**config.mk**
```make
export PLATFORM = sky130hd
export DESIGN_NAME = pipeline_fetch_stage
export DESIGN_NICKNAME = d
export VERILOG_FILES = /design/src/rtl/pipeline_fetch_stage.sv
export SDC_FILE = /design/constraint.sdc
export NUM_CORES = 1
export LEC_CHECK = 0
export ABC_AREA = 1
export CORE_UTILIZATION = 50
export DETAILED_ROUTE_END_ITERATION = 7
export PLACE_DENSITY = 0.78
export SLEW_MARGIN = 20
export SYNTH_ARGS = -nofsm -noshare
export SYNTH_HDL_FRONTEND = slang
export SYNTH_SLANG_ARGS = --single-unit
```
**constraint.sdc**
```tcl
create_clock -name CLK -period 1.9 [get_ports CLK]
set_input_delay 0.38 -clock CLK [delete_from_list [all_inputs] [get_ports CLK]]
set_output_delay 0.38 -clock CLK [all_outputs]
set_load 0.005 [all_outputs]
```
**src/rtl/pipeline_fetch_stage.sv**
```systemverilog
// IF stage of the 5-stage MIPS pipeline.
// Owns the PC, issues icache reads and fills the IF/ID latch (instr + npc).
// A one-entry skid buffer catches a word that returns while decode is stalled.
// While that word is parked (HOLD), no new read is issued, so at most one
// word is ever in flight.
module pipeline_fetch_stage #(
    parameter logic [31:0] PC_INIT = 32'h0000_0000,
    parameter logic [31:0] PC_STEP = 32'd4
) (
    input  logic        CLK,
    input  logic        RST,
    input  logic        ihit,
    input  logic [31:0] imemload,
    output logic        imemREN,
    output logic [31:0] imemaddr,
    input  logic        stall,
    input  logic        flush,
    input  logic        redirect_en,
    input  logic [31:0] redirect_pc,
    input  logic        halt,
    output logic [31:0] IF_instr,
    output logic [31:0] IF_npc,
    output logic        IF_valid
);

    typedef enum logic [1:0] {FETCH, HOLD, HALTED} state_t;

    state_t      state, state_nxt;
    logic [31:0] pc, pc_nxt, pc_inc;
    logic [31:0] skid_instr, skid_instr_nxt;
    logic [31:0] skid_npc, skid_npc_nxt;
    logic        skid_valid, skid_valid_nxt;
    logic [31:0] if_instr_q, if_instr_nxt;
    logic [31:0] if_npc_q, if_npc_nxt;
    logic        if_valid_q, if_valid_nxt;

    // Sequential PC increment wraps naturally at 2^32.
    assign pc_inc   = pc + PC_STEP;
    assign imemaddr = pc;
    assign imemREN  = (state == FETCH) & ~RST;

    assign IF_instr = if_instr_q;
    assign IF_npc   = if_npc_q;
    assign IF_valid = if_valid_q;

    // Next-state and datapath: priority halt > redirect > flush > stall > normal.
    always_comb begin
        state_nxt      = state;
        pc_nxt         = pc;
        skid_instr_nxt = skid_instr;
        skid_npc_nxt   = skid_npc;
        skid_valid_nxt = skid_valid;
        if_instr_nxt   = if_instr_q;
        if_npc_nxt     = if_npc_q;
        if_valid_nxt   = if_valid_q;

        case (state)
            FETCH: begin
                if (halt) begin
                    state_nxt      = HALTED;
                    skid_valid_nxt = 1'b0;
                    {if_instr_nxt, if_npc_nxt, if_valid_nxt} = '0;
                end else if (redirect_en) begin
                    pc_nxt = redirect_pc;
                    {if_instr_nxt, if_npc_nxt, if_valid_nxt} = '0;
                end else if (flush) begin
                    // Returning word is dropped; same PC is fetched again.
                    {if_instr_nxt, if_npc_nxt, if_valid_nxt} = '0;
                end else if (stall) begin
                    if (ihit) begin
                        skid_instr_nxt = imemload;
                        skid_npc_nxt   = pc_inc;
                        skid_valid_nxt = 1'b1;
                        pc_nxt         = pc_inc;
                        state_nxt      = HOLD;
                    end
                end else if (ihit) begin
                    if_instr_nxt = imemload;
                    if_npc_nxt   = pc_inc;
                    if_valid_nxt = 1'b1;
                    pc_nxt       = pc_inc;
                end else begin
                    {if_instr_nxt, if_npc_nxt, if_valid_nxt} = '0;
                end
            end
            HOLD: begin
                if (halt) begin
                    state_nxt      = HALTED;
                    skid_valid_nxt = 1'b0;
                    {if_instr_nxt, if_npc_nxt, if_valid_nxt} = '0;
                end else if (redirect_en) begin
                    pc_nxt         = redirect_pc;
                    skid_valid_nxt = 1'b0;
                    state_nxt      = FETCH;
                    {if_instr_nxt, if_npc_nxt, if_valid_nxt} = '0;
                end else if (flush) begin
                    // Rewind to the parked word's own address so it is refetched.
                    pc_nxt         = skid_npc - PC_STEP;
                    skid_valid_nxt = 1'b0;
                    state_nxt      = FETCH;
                    {if_instr_nxt, if_npc_nxt, if_valid_nxt} = '0;
                end else if (!stall) begin
                    if_instr_nxt   = skid_instr;
                    if_npc_nxt     = skid_npc;
                    if_valid_nxt   = 1'b1;
                    skid_valid_nxt = 1'b0;
                    state_nxt      = FETCH;
                end
            end
            default: begin
                // HALTED: everything frozen until reset.
                state_nxt = HALTED;
            end
        endcase
    end

    // State register with synchronous reset.
    always_ff @(posedge CLK) begin
        if (RST) begin
            state      <= FETCH;
            pc         <= PC_INIT;
            skid_instr <= '0;
            skid_npc   <= '0;
            skid_valid <= 1'b0;
            if_instr_q <= '0;
            if_npc_q   <= '0;
            if_valid_q <= 1'b0;
        end else begin
            state      <= state_nxt;
            pc         <= pc_nxt;
            skid_instr <= skid_instr_nxt;
            skid_npc   <= skid_npc_nxt;
            skid_valid <= skid_valid_nxt;
            if_instr_q <= if_instr_nxt;
            if_npc_q   <= if_npc_nxt;
            if_valid_q <= if_valid_nxt;
        end
    end

endmodule

```
Word level (Yosys, flattened, before mapping)
Index checks and enable logic that the tools add are counted.

storage, ports and cells
  register bits after elaboration = 163
  bits of input ports = 71
  output and inout bits = 98
  logic and storage cells = 80

operators by class
  $add $sub $neg = 2
  equality and inequality tests = 12
  multiplexer cells = 48
  bitwise operators = 5
  reductions and logical operators = 6

operators with widths
  cell                     count
  $mux W32                 25
  $pmux W32 S2             3
  $add A32 B3 Y32 const B  1
  $sub A32 B3 Y32 const B  1
  $ne A3 B3 Y1 const B     7
  $mux W2                  9
  $reduce_and A6 Y1        2
  $ne A5 B5 Y1 const B     2
  $mux W1                  9
  $reduce_and A5 Y1        1
  $ne A2 B2 Y1 const B     2
  $not A1 Y1               4
  $pmux W2 S2              1
  $reduce_and A3 Y1        1
  $eq A2 B1 Y1 const B     1
  $logic_not A2 Y1         1
  $pmux W1 S2              1
  $reduce_bool A2 Y1       1
  $and A1 B1 Y1            1

Longest topological paths before layout
  depth in word-level cells = 7
  mapped depth = 13
  mapped depth without buffers = 13

Worst setup path after synthesis
No wires, ideal clock.

  kind = reg2reg
  start = register pc[2] (netlist: imemaddr[2])
  end = register pc[30] (netlist: imemaddr[30])
  library setup time = 0.109 ns
  arrival = 1.521 ns
  data required time = 1.791 ns
  path slack = 0.270 ns
  cell stages (with the launch flop) = 13
  buffers on the path = 0
  period minus slack after synthesis = 1.630 ns
  cells stage by stage = dfxtp_1 -> ha_1 -> inv_1 -> nor2_4 -> inv_1 -> nor2_1 -> nand2_1 -> nand2_1 -> nand2_1 -> nand2_1 -> nand3_1 -> nand2_1 -> inv_1

between the ends
  longest elaborated chain between the ends = 6

RTL lines
  item                    RTL line  source
  from (decl)             29        logic [31:0] pc, pc_nxt, pc_inc;
  from (signal assigned)  130       pc <= pc_nxt;
  $add A32 B3 Y32         38        assign pc_inc = pc + PC_STEP;
  $mux W32                70, 77
  $mux W32                66        end else if (flush) begin
  $mux W32                63        end else if (redirect_en) begin
  $mux W32                59        if (halt) begin
  $pmux W32 S2            57        case (state)

No other way between the ends. The select of a mux whose other input is x is not followed.
A chain may end at the register's enable or synchronous reset.

Worst setup path after layout
  start = register pc[21] (netlist: imemaddr[21])
  end = output port imemaddr[21]

RTL lines
  item       RTL line  source
  to (decl)  15        output logic [31:0] imemaddr,

No word-level cell between the ends.

==> flow_metrics.tcl <==
set metrics [dict create \
    run_status "complete, no violations" \
    yosys.area.top_type "dfxtp_1" \
    grt_use_total_pct 33.2 \
    clockBufferDepth 2 \
    wl_per_cell_um 16.8 \
    tritoncts "yes" \
    start_util_pct 51.5 \
    fin_crit_ps 1870 \
    syn_inst 1338 \
    avgSynthCellArea_sq_um 6.42 \
    hold_class "reg -> reg" \
    crit_slowest_cell "clkdlybuf4s50_1" \
    leakage_nw 4.89 \
    cts_hold_buf 0 \
    gp_congestion 0.985 \
    grt_pass1_vias 8722 \
    multi_input_area_sq_um 4500 \
    r2r-start "imemaddr[2]$_SDFFE_PP0P_" \
    whs_ps 468 \
    r2r_setup_slack_ps 110 \
    cts_setup_buffers 0 \
    yosysTopAreaCellShare_pct 38.0 \
    use_met1_pct 43.7 \
    hold_end "IF_instr[6]$_SDFFE_PP0P_" \
    first_pass_iters 7 \
    reg2regPathDepth 12 \
    nFillCells 1459 \
    cts_resized 1 \
    regArea_sq_um 3270 \
    cp.arrival_ps 1490 \
    yosysWarnings 0 \
    setup_viol 0 \
    worstHoldStart "skid_instr[6]$_SDFFE_PP0P_" \
    total_power_mw 8.82 \
    maxSlewViolCount 0 \
    slew-limit-headroom_pct 63.0 \
    vias 9492 \
    drc_errors 0 \
    max-cap-violations 0 \
    synthArstFlopShare_pct 0 \
    syn_to_final_growth_pct 33.5 \
    die_w_um 133 \
    ys_seq_area_share_pct 38.0 \
    fin_setup_tns_ps 0 \
    use_met2_pct 52.8 \
    clock_skew_ps 12.7 \
    grt_setup_unrepaired "yes" \
    diodes 0 \
    ys_seq_elements 163 \
    hold_viol 0 \
    drt_iter0_markers 1013 \
    viasPerCell 5.42 \
    drtAntennaViolNets 0 \
    ios 169 \
    end_kind "primary output" \
    cp-start-kind "register" \
    clk_pin_slew_ps 70 \
    cts_sinks 163 \
    cpLargestDelayFamily "buffers and inverters" \
    crit_type "reg -> out" \
    worstReg2RegEnd "imemaddr[31]$_SDFFE_PP0P_" \
    drive_above_1_share_pct 9.34 \
    die_h_um 133 \
    core_area_sq_um 16700 \
    gr-max-usage-layer "met2" \
    synth_cell_type_count 35 \
    max_freq_mhz 535 \
    rows 47 \
    place_hpwl_mm 21.5 \
    synthTopCellsByArea "dfxtp_1 38%, nand2_1 13%, nor2_1 8.6%" \
    grt_overflow 0 \
    max_stage_delay_ps 560 \
    powerDensity_nw_per_um2 768 \
    fin_nets 1591 \
    port_buffers 168 \
    max-vdd-ir-drop_mv 0.740 \
    cts-root-buf "clkbuf_16" \
    tightest_slew_ps 555 \
    die_area_sq_um 17700 \
    cp_max_fo 6 \
    crit_chain "clkdlybuf4s50_1" \
    hold-path-cell-count 2 \
    path_buf_inv 1 \
    synthesis.nets 1411 \
    synth_flop_cell "dfxtp_1" \
    critPathRequiredTime_ps 1520 \
    grt_pass1_wl_mm 45.8 \
    wl_mm 29.5 \
    grt_max_degree 70 \
    met3_usage_pct 5.86 \
    fin_crit_sh_pct 98.3 \
    clk_latency_ps 450 \
    syn_area_sq_um 8600 \
    synth-edff-count 0 \
    cts_max_level 4 \
    antenna_found_initial 1 \
    cts_made_buffers 17 \
]
[cell families after synthesis]
group | synth area share, %
AND/OR/NAND/NOR | 30.0
AO/OA/AOI/OAI | 19.9
adder cells (fa/ha/maj) | 0.291
XOR/XNOR | 1.63
flip-flops | 38.0
buffers and inverters | 10.2
[how the worst max path moves through the flow]
stage                                         start  slack [ps]                     endpoint  cells past startpoint
after detailed placement                redirect_en        -180  skid_instr[22]$_SDFFE_PP0P_                      8
after global routing       imemaddr[5]$_SDFFE_PP0P_         -10    imemaddr[29]$_SDFFE_PP0P_                     11
after floorplan            imemaddr[2]$_SDFFE_PP0P_         270    imemaddr[30]$_SDFFE_PP0P_                     12
after CTS                  imemaddr[7]$_SDFFE_PP0P_           1                  imemaddr[7]                      2
final                     imemaddr[21]$_SDFFE_PP0P_          30                 imemaddr[21]                      1
after global placement                  redirect_en        -140    IF_instr[18]$_SDFFE_PP0P_                     11
[registers in the layout, summed over array words and instances (netlist names)]
signal      cells
state           2
IF_npc         32
IF_valid        1
imemaddr       32
IF_instr       32
skid_instr     32
skid_npc       32
[per-stage QoR]
stage	instance area [sq um]	util, %	cells	setup WS (ps)
after floorplan	8600	-	1338	270
after global placement	10800	64.9	1719	-138
after detailed placement	10800	64.9	1719	-175
after CTS	11400	68.5	1751	1.23
after global routing	11500	68.7	1751	-12.1
final	11500	68.7	1751	32.2
[Yosys cell counts (5+ instances only)]
| cell type | count |
|---|---|
| nand2_1 | 309 |
| nor2_1 | 196 |
| dfxtp_1 | 163 |
| o21ai_0 | 138 |
| inv_1 | 134 |
| a21oi_1 | 120 |
| nand3_1 | 84 |
| clkbuf_1 | 38 |
| buf_2 | 25 |
| o211ai_1 | 24 |
| a31oi_1 | 21 |
| xor2_1 | 12 |
| nand4_1 | 11 |
| nor2_2 | 10 |
| inv_2 | 6 |
| o221ai_1 | 5 |
[worst register-to-register path: stages, from the launching register on]
cell and delay [ps]:
dfxtp_1 370, buf_6 160, nand3_2 170, nor2_2 170, inv_1 70, nor2_2 170, nand2_1 80, nand2_1 50
nand2_1 160, nand2_1 110, nand3_1 80, nand2_1 70, inv_1 40
[routing by layer]
metal / vias up / share of wire (%)
li1: 4707 / -
met1: 4324 / 43
met2: 380 / 46
met3: 79 / 6.6
met4: 2 / 4.3
met5: - / 0.044
[power by group]
part           internal, mW  switching, mW
clock                  1.79           1.73
combinational         0.745          0.821
sequential             3.58          0.148
[layout make-up]
| class | instances | share of cell area, % |
|---|---|---|
| Clock inverter | 15 | 1.54 |
| Tap cell | 220 | 2.40 |
| Inverter | 140 | 4.58 |
| Multi-Input combinational cell | 962 | 39.2 |
| Timing Repair Buffer | 234 | 20.1 |
| Sequential cell | 163 | 28.5 |
| Clock buffer | 17 | 3.71 |
[layout by cell type, fill, tap and decap left out, types with 10 or more instances in the layout]
cell type,n
xor2_1,12
nand3_1,84
nand2_1,306
nor2_1,190
inv_1,132
nand4_1,11
buf_12,10
o21ai_0,137
nor2_2,15
dfxtp_1,156
a21oi_1,120
clkdlybuf4s50_1,167
a31oi_1,21
o211ai_1,24
clkbuf_16,17
buf_4,55
(Power assumes the default switching activity.)
==> RTL change 1: new RTL, same settings <==
Reset style: asynchronous (`RST`), changed in one clocked block. Comments in the files are not updated.
--- a/src/rtl/pipeline_fetch_stage.sv
+++ b/src/rtl/pipeline_fetch_stage.sv
@@ -115,7 +115,7 @@
     end
 
     // State register with synchronous reset.
-    always_ff @(posedge CLK) begin
+    always_ff @(posedge CLK or posedge RST) begin
         if (RST) begin
             state      <= FETCH;
             pc         <= PC_INIT;
Function: changed (Yosys sat finds a counterexample within 4 cycles, from zero or initial values and one cycle with RST high; the reset may be asserted at any time).
==> RTL change 1 against the unedited design <==
Power grew 8.1%. Largest power group unchanged. Worst hold slack lost 0.0065 ns. Wire length grew 0.23%. Register-to-register slack lost 0.05 ns. Final area grew 5.0%. Count of clock-buffer cells in the layout grew 2. Critical endpoint is now imemaddr[16]. Non-clock buffer count grew 12. Sequential cell count is the same. Largest cell class unchanged. Sequential power grew 9.7%. Combinational power grew 17%. Setup slack gained 0.0087 ns. Synthesized area grew 3.0%.
==> RTL change 1: results (changes against the unedited design) <==
Max VDD drop 0.0006520 V (was 0.0007401 V); Fillers 1,457 (was 1,459); TritonCTS Buffers 17 (unchanged); n_diodes 0 (unchanged); H-tree depth 4 (unchanged); routability cong. 0.9909 (was 0.9847); Post-DP HPWL 21,580 um (was 21,510 um); first-pass GRT wire length 45,620 um (was 45,770 um); worst-path maximum fanout 3 (was 6); placed cells 1,665 (was 1,719); top post-synthesis cells by area dfrtp_1, nand2_1, nor2_1, a21oi_1, inv_1 (was dfxtp_1, nand2_1, nor2_1, o21ai_0, a21oi_1); top cells by count, synth nand2_1, nor2_1, dfrtp_1 (was nand2_1, nor2_1, dfxtp_1); Seq/Total Area, Yosys 46.08% (was 37.96%); Synth cell types 34 (was 35); Net Count, Synth 1,326 (was 1,411); I/O Buffers 168 (unchanged); slowest cell delay on critical path 0.49 ns (was 0.56 ns); GRT Total Usage 33.07% (was 33.20%); First-pass DRT Iterations 8 (was 7); Top delay family on crit path buffers and inverters (unchanged); Leak 5.511 nW (was 4.886 nW); synthesized-area fraction occupied by xor and xnor cells 2.163% (was 1.630%); final WL 29,540 um (was 29,480 um); NetSw 0.002781 W (was 0.002701 W); antenna violations before repair 0 (was 1); ratio of cells with drive above 1 in the final layout 10.70% (was 9.340%); DRC violation count after routing 0 (unchanged); largest net degree at the start of global routing 69 (was 70); Clock Latency Late Sink 0.44 ns; Crit path arrival time 1.48 ns; status completed (unchanged); post-synthesis compound-gate area fraction 12.30% (was 19.93%); Vias/cell 5.505 (was 5.421); Slew HR 74.57% (was 63.02%); adder-cell share of the synthesized area 0.2827% (was 0.2911%); Setup Skew 0.01524 ns (was 0.01265 ns); maximum buffer depth of the clock tree 2 (unchanged); mux contribution to synthesized area 0% (unchanged); asr flop ratio synth 100.0% (was 0%); nets 1,536 (was 1,591); Syn. warnings 0 (unchanged); Syn Area/Cell 7.064 sq um (was 6.424 sq um); DR iter-0 viols 797 (was 1,013); Reg clk slew, reported paths 0.08 ns; Pwr Total 0.009528 W (was 0.008817 W); min-delay worst type input port to async pin (was flop to flop); Clock Tree Root clkbuf_16 (unchanged); vias in the first global route 8,860 (was 8,722); vias 9,364 (was 9,492); slowest stage cell, crit path clkdlybuf4s50_1 (unchanged)
RTL change 1: final timing paths:
path                       slack [ns]                          to                  startpoint  cells after the start
hold / removal                   0.46     imemaddr[4]$_DFFE_PP0P_                         RST                      4
hold reg to reg                  0.48  skid_instr[20]$_DFFE_PP0P_  skid_instr[20]$_DFFE_PP0P_                      2
setup reg to reg                 0.06      IF_npc[21]$_DFFE_PP0P_     imemaddr[5]$_DFFE_PP0P_                      9
setup / recovery                 0.04                imemaddr[16]    imemaddr[16]$_DFFE_PP0P_                      2
min in group CLK                 0.48  skid_instr[20]$_DFFE_PP0P_  skid_instr[20]$_DFFE_PP0P_                      2
max in group asynchronous        0.94      IF_npc[22]$_DFFE_PP0P_                         RST                      5
RTL change 1: power by group through the flow:
stage	combinational, W	sequential, W	clock, W
after floorplan	0.000660	0.00411	0
after global placement	0.00177	0.00414	0
after detailed placement	0.00180	0.00414	0
after CTS	0.00182	0.00409	0.00360
after global routing	0.00199	0.00413	0.00374
final	0.00183	0.00409	0.00360
RTL change 1: metrics by stage:
| stage | setup WS [ns] | area (sq um) | hold WS (ns) | utilization [%] |
|---|---|---|---|---|
| 5_1_grt | -0.02821 | 12050 | 0.4800 | 69.69 |
| 6_report | 0.04087 | 12050 | 0.4612 | 69.69 |
| 3_3_place_gp | -0.1035 | 11360 | 0.4623 | 65.68 |
| 3_5_place_dp | -0.1417 | 11360 | 0.4653 | 65.68 |
| 4_1_cts | 0.02872 | 11980 | 0.4688 | 69.28 |
| 2_1_floorplan | -0.5508 | 8855 | 0.4492 | - |
RTL change 1: area by class of cell:
class | instances | area share (%)
clock inverter | 13 | 1.329
multi-input combinational | 939 | 34.81
inverter | 96 | 3.021
tap | 225 | 2.335
timing repair buffer | 246 | 20.87
sequential | 163 | 33.87
clock buffer | 19 | 3.758
RTL change 1: per-layer routing:
metal | vias to the layer above | wire (um) | track usage, % | part of all wire, %
met5 | - | 0 | 0 | 0
met4 | 0 | 1158 | 14.29 | 3.9
met3 | 75 | 2238 | 7.357 | 7.6
met2 | 425 | 14600 | 56.19 | 49
met1 | 4447 | 11550 | 40.36 | 39
li1 | 4417 | - | - | -
RTL change 1: kinds of logic (layout without fill, tap and decap cells):
logic type	after synthesis	in the layout
compound gates	203	203
xor+xnor	21	21
fa+ha+maj	2	2
buf+inv	151	374
flops	163	163
simple gates	713	713
RTL change 1: worst min-delay path, stage by stage:
cell and delay (ns):
clkdlybuf4s50_1 0.43, buf_4 0.15, clkinvlp_4 0.10, buf_12 0.22
RTL change 1: what timing repair did:
action / CTS / global route
resized for setup: 3 / 17
setup buffers: 1 / 3
hold buffers: 0 / 0
pin swaps: 0 / 4
endpoints found under the setup margin: 2 / 31
==> RTL change 2: new RTL, same settings <==
Made on the original files. The 3 states of `state_t` get a one-hot encoding in 3 bits.
--- a/src/rtl/pipeline_fetch_stage.sv
+++ b/src/rtl/pipeline_fetch_stage.sv
@@ -23,7 +23,7 @@
     output logic        IF_valid
 );
 
-    typedef enum logic [1:0] {FETCH, HOLD, HALTED} state_t;
+    typedef enum logic [2:0] {FETCH = 3'b001, HOLD = 3'b010, HALTED = 3'b100} state_t;
 
     state_t      state, state_nxt;
     logic [31:0] pc, pc_nxt, pc_inc;
Formal check against the unedited RTL: same outputs for any inputs over 4 cycles, from zero or initial values and one cycle with RST high; so few cycles prove little.
==> RTL change 2 against the unedited design <==
Wire length increased by 0.37%. Critical path type unchanged. Global-route usage up 0.65 points. Synthesized area shrank 0.12%. Power up 0.87%. Sequential cell count grew 1. Largest cell class unchanged. Setup slack better by 0.025 ns. Final area rose by 3.4%.
==> RTL change 2: results (changes against the unedited design) <==
vias in the first global route 9,108 (was 8,722); First-pass DRT Iterations 5 (was 7); post-cts resize count 7 (was 1); FF+latch area 3293 sq um (was 3272 sq um); CLK BUF 19 (was 17); met2 WL post-DR 13,610 um (was 13,430 um); Leak 5.101 nW (was 4.886 nW); Post-DP Area 11,170 sq um (was 10,840 sq um); reg2reg end imemaddr[23]$_SDFFE_PP0P_ (was imemaddr[31]$_SDFFE_PP0P_); Fillers 1,426 (was 1,459); Critical Path End imemaddr[27] (was imemaddr[21]); final WL 29,580 um (was 29,480 um); post-synthesis compound-gate area fraction 24.53% (was 19.93%); Final Non-Filler Cells 1,750 (was 1,751); first-pass GRT wire length 47,180 um (was 45,770 um); placed cells 1,717 (was 1,719); #MultiIn Comb 915 (was 962); Setup Buffers After CTS 0 (unchanged); top post-synthesis cells by area dfxtp_1, a21oi_1, nand2_1, o21ai_0, nor2_1 (was dfxtp_1, nand2_1, nor2_1, o21ai_0, a21oi_1); nets 1,590 (was 1,591); Crit path arrival time 1.46 ns (was 1.49 ns); R2R Setup Slk 0.08 ns (was 0.11 ns); Worst Max-Slew Pin Slew 0.6450 ns (was 0.5547 ns); layout overhead on the synthesized area 38.24% (was 33.49%); Seq cells post-synth 164 (was 163); met3 routed WL 2199 um (was 1932 um); vias 9,737 (was 9,492); GRT Total Usage 33.86% (was 33.20%); Worst Reg-to-Reg Cells 10 (was 12); count of non-CTS buffers in the layout 276 (was 234); Synth cell types 41 (was 35); combinational family with the most area after synthesis compound AO/OA/AOI/OAI gates (was simple AND/OR/NAND/NOR gates); DR iter-0 viols 921 (was 1,013); worst r2r src skid_npc[3]$_SDFFE_PP0P_ (was imemaddr[2]$_SDFFE_PP0P_); fin crit share 96.97% (was 98.31%); Top Layer Used met4 (was met5); multi-input combinational area share 37.64% (was 39.18%); worst slack, placed -0.2994 ns (was -0.1753 ns); Max VDD drop 0.0006688 V (was 0.0007401 V); Seq/Total Area, Yosys 38.24% (was 37.96%); CP Launch Point imemaddr[27]$_SDFFE_PP0P_ (was imemaddr[21]$_SDFFE_PP0P_); Non-Clock Buffer Area Fraction 22.78% (was 20.08%); Post-DP HPWL 21,770 um (was 21,510 um); Hold Path End skid_instr[29]$_SDFFE_PP0P_ (was IF_instr[6]$_SDFFE_PP0P_); status completed (unchanged); Mapped Cells 1,296 (was 1,338)
[RTL change 2: report_power, final]
| part | internal, W | total, W | switching, W | leakage (nW) |
|---|---|---|---|---|
| combinational | 0.000805 | 0.00159 | 0.000787 | 3.47 |
| sequential | 0.00362 | 0.00376 | 0.000137 | 1.34 |
| clock | 0.00193 | 0.00354 | 0.00162 | 0.292 |
[RTL change 2: per-layer routing]
layer | track usage (%) | vias up
met5 | 0 | -
met4 | 21.84 | 0
met3 | 7.241 | 92
met2 | 54.01 | 450
met1 | 41.31 | 4482
li1 | - | 4713
[RTL change 2: worst register-to-register path, delay by kind of cell (launching register included)]
kind / cells / cell delay (ns)
buf+inv: 1 / 0.03
simple gates: 9 / 1.36
flops: 1 / 0.33
[RTL change 2: logic make-up (layout without fill, tap and decap cells)]
group / after synthesis / in the layout
adder cells (fa/ha/maj): 2 / 2
AO/OA/AOI/OAI: 399 / 399
flip-flops: 164 / 164
buffers and inverters: 217 / 451
AND/OR/NAND/NOR: 496 / 496
XOR/XNOR: 18 / 18
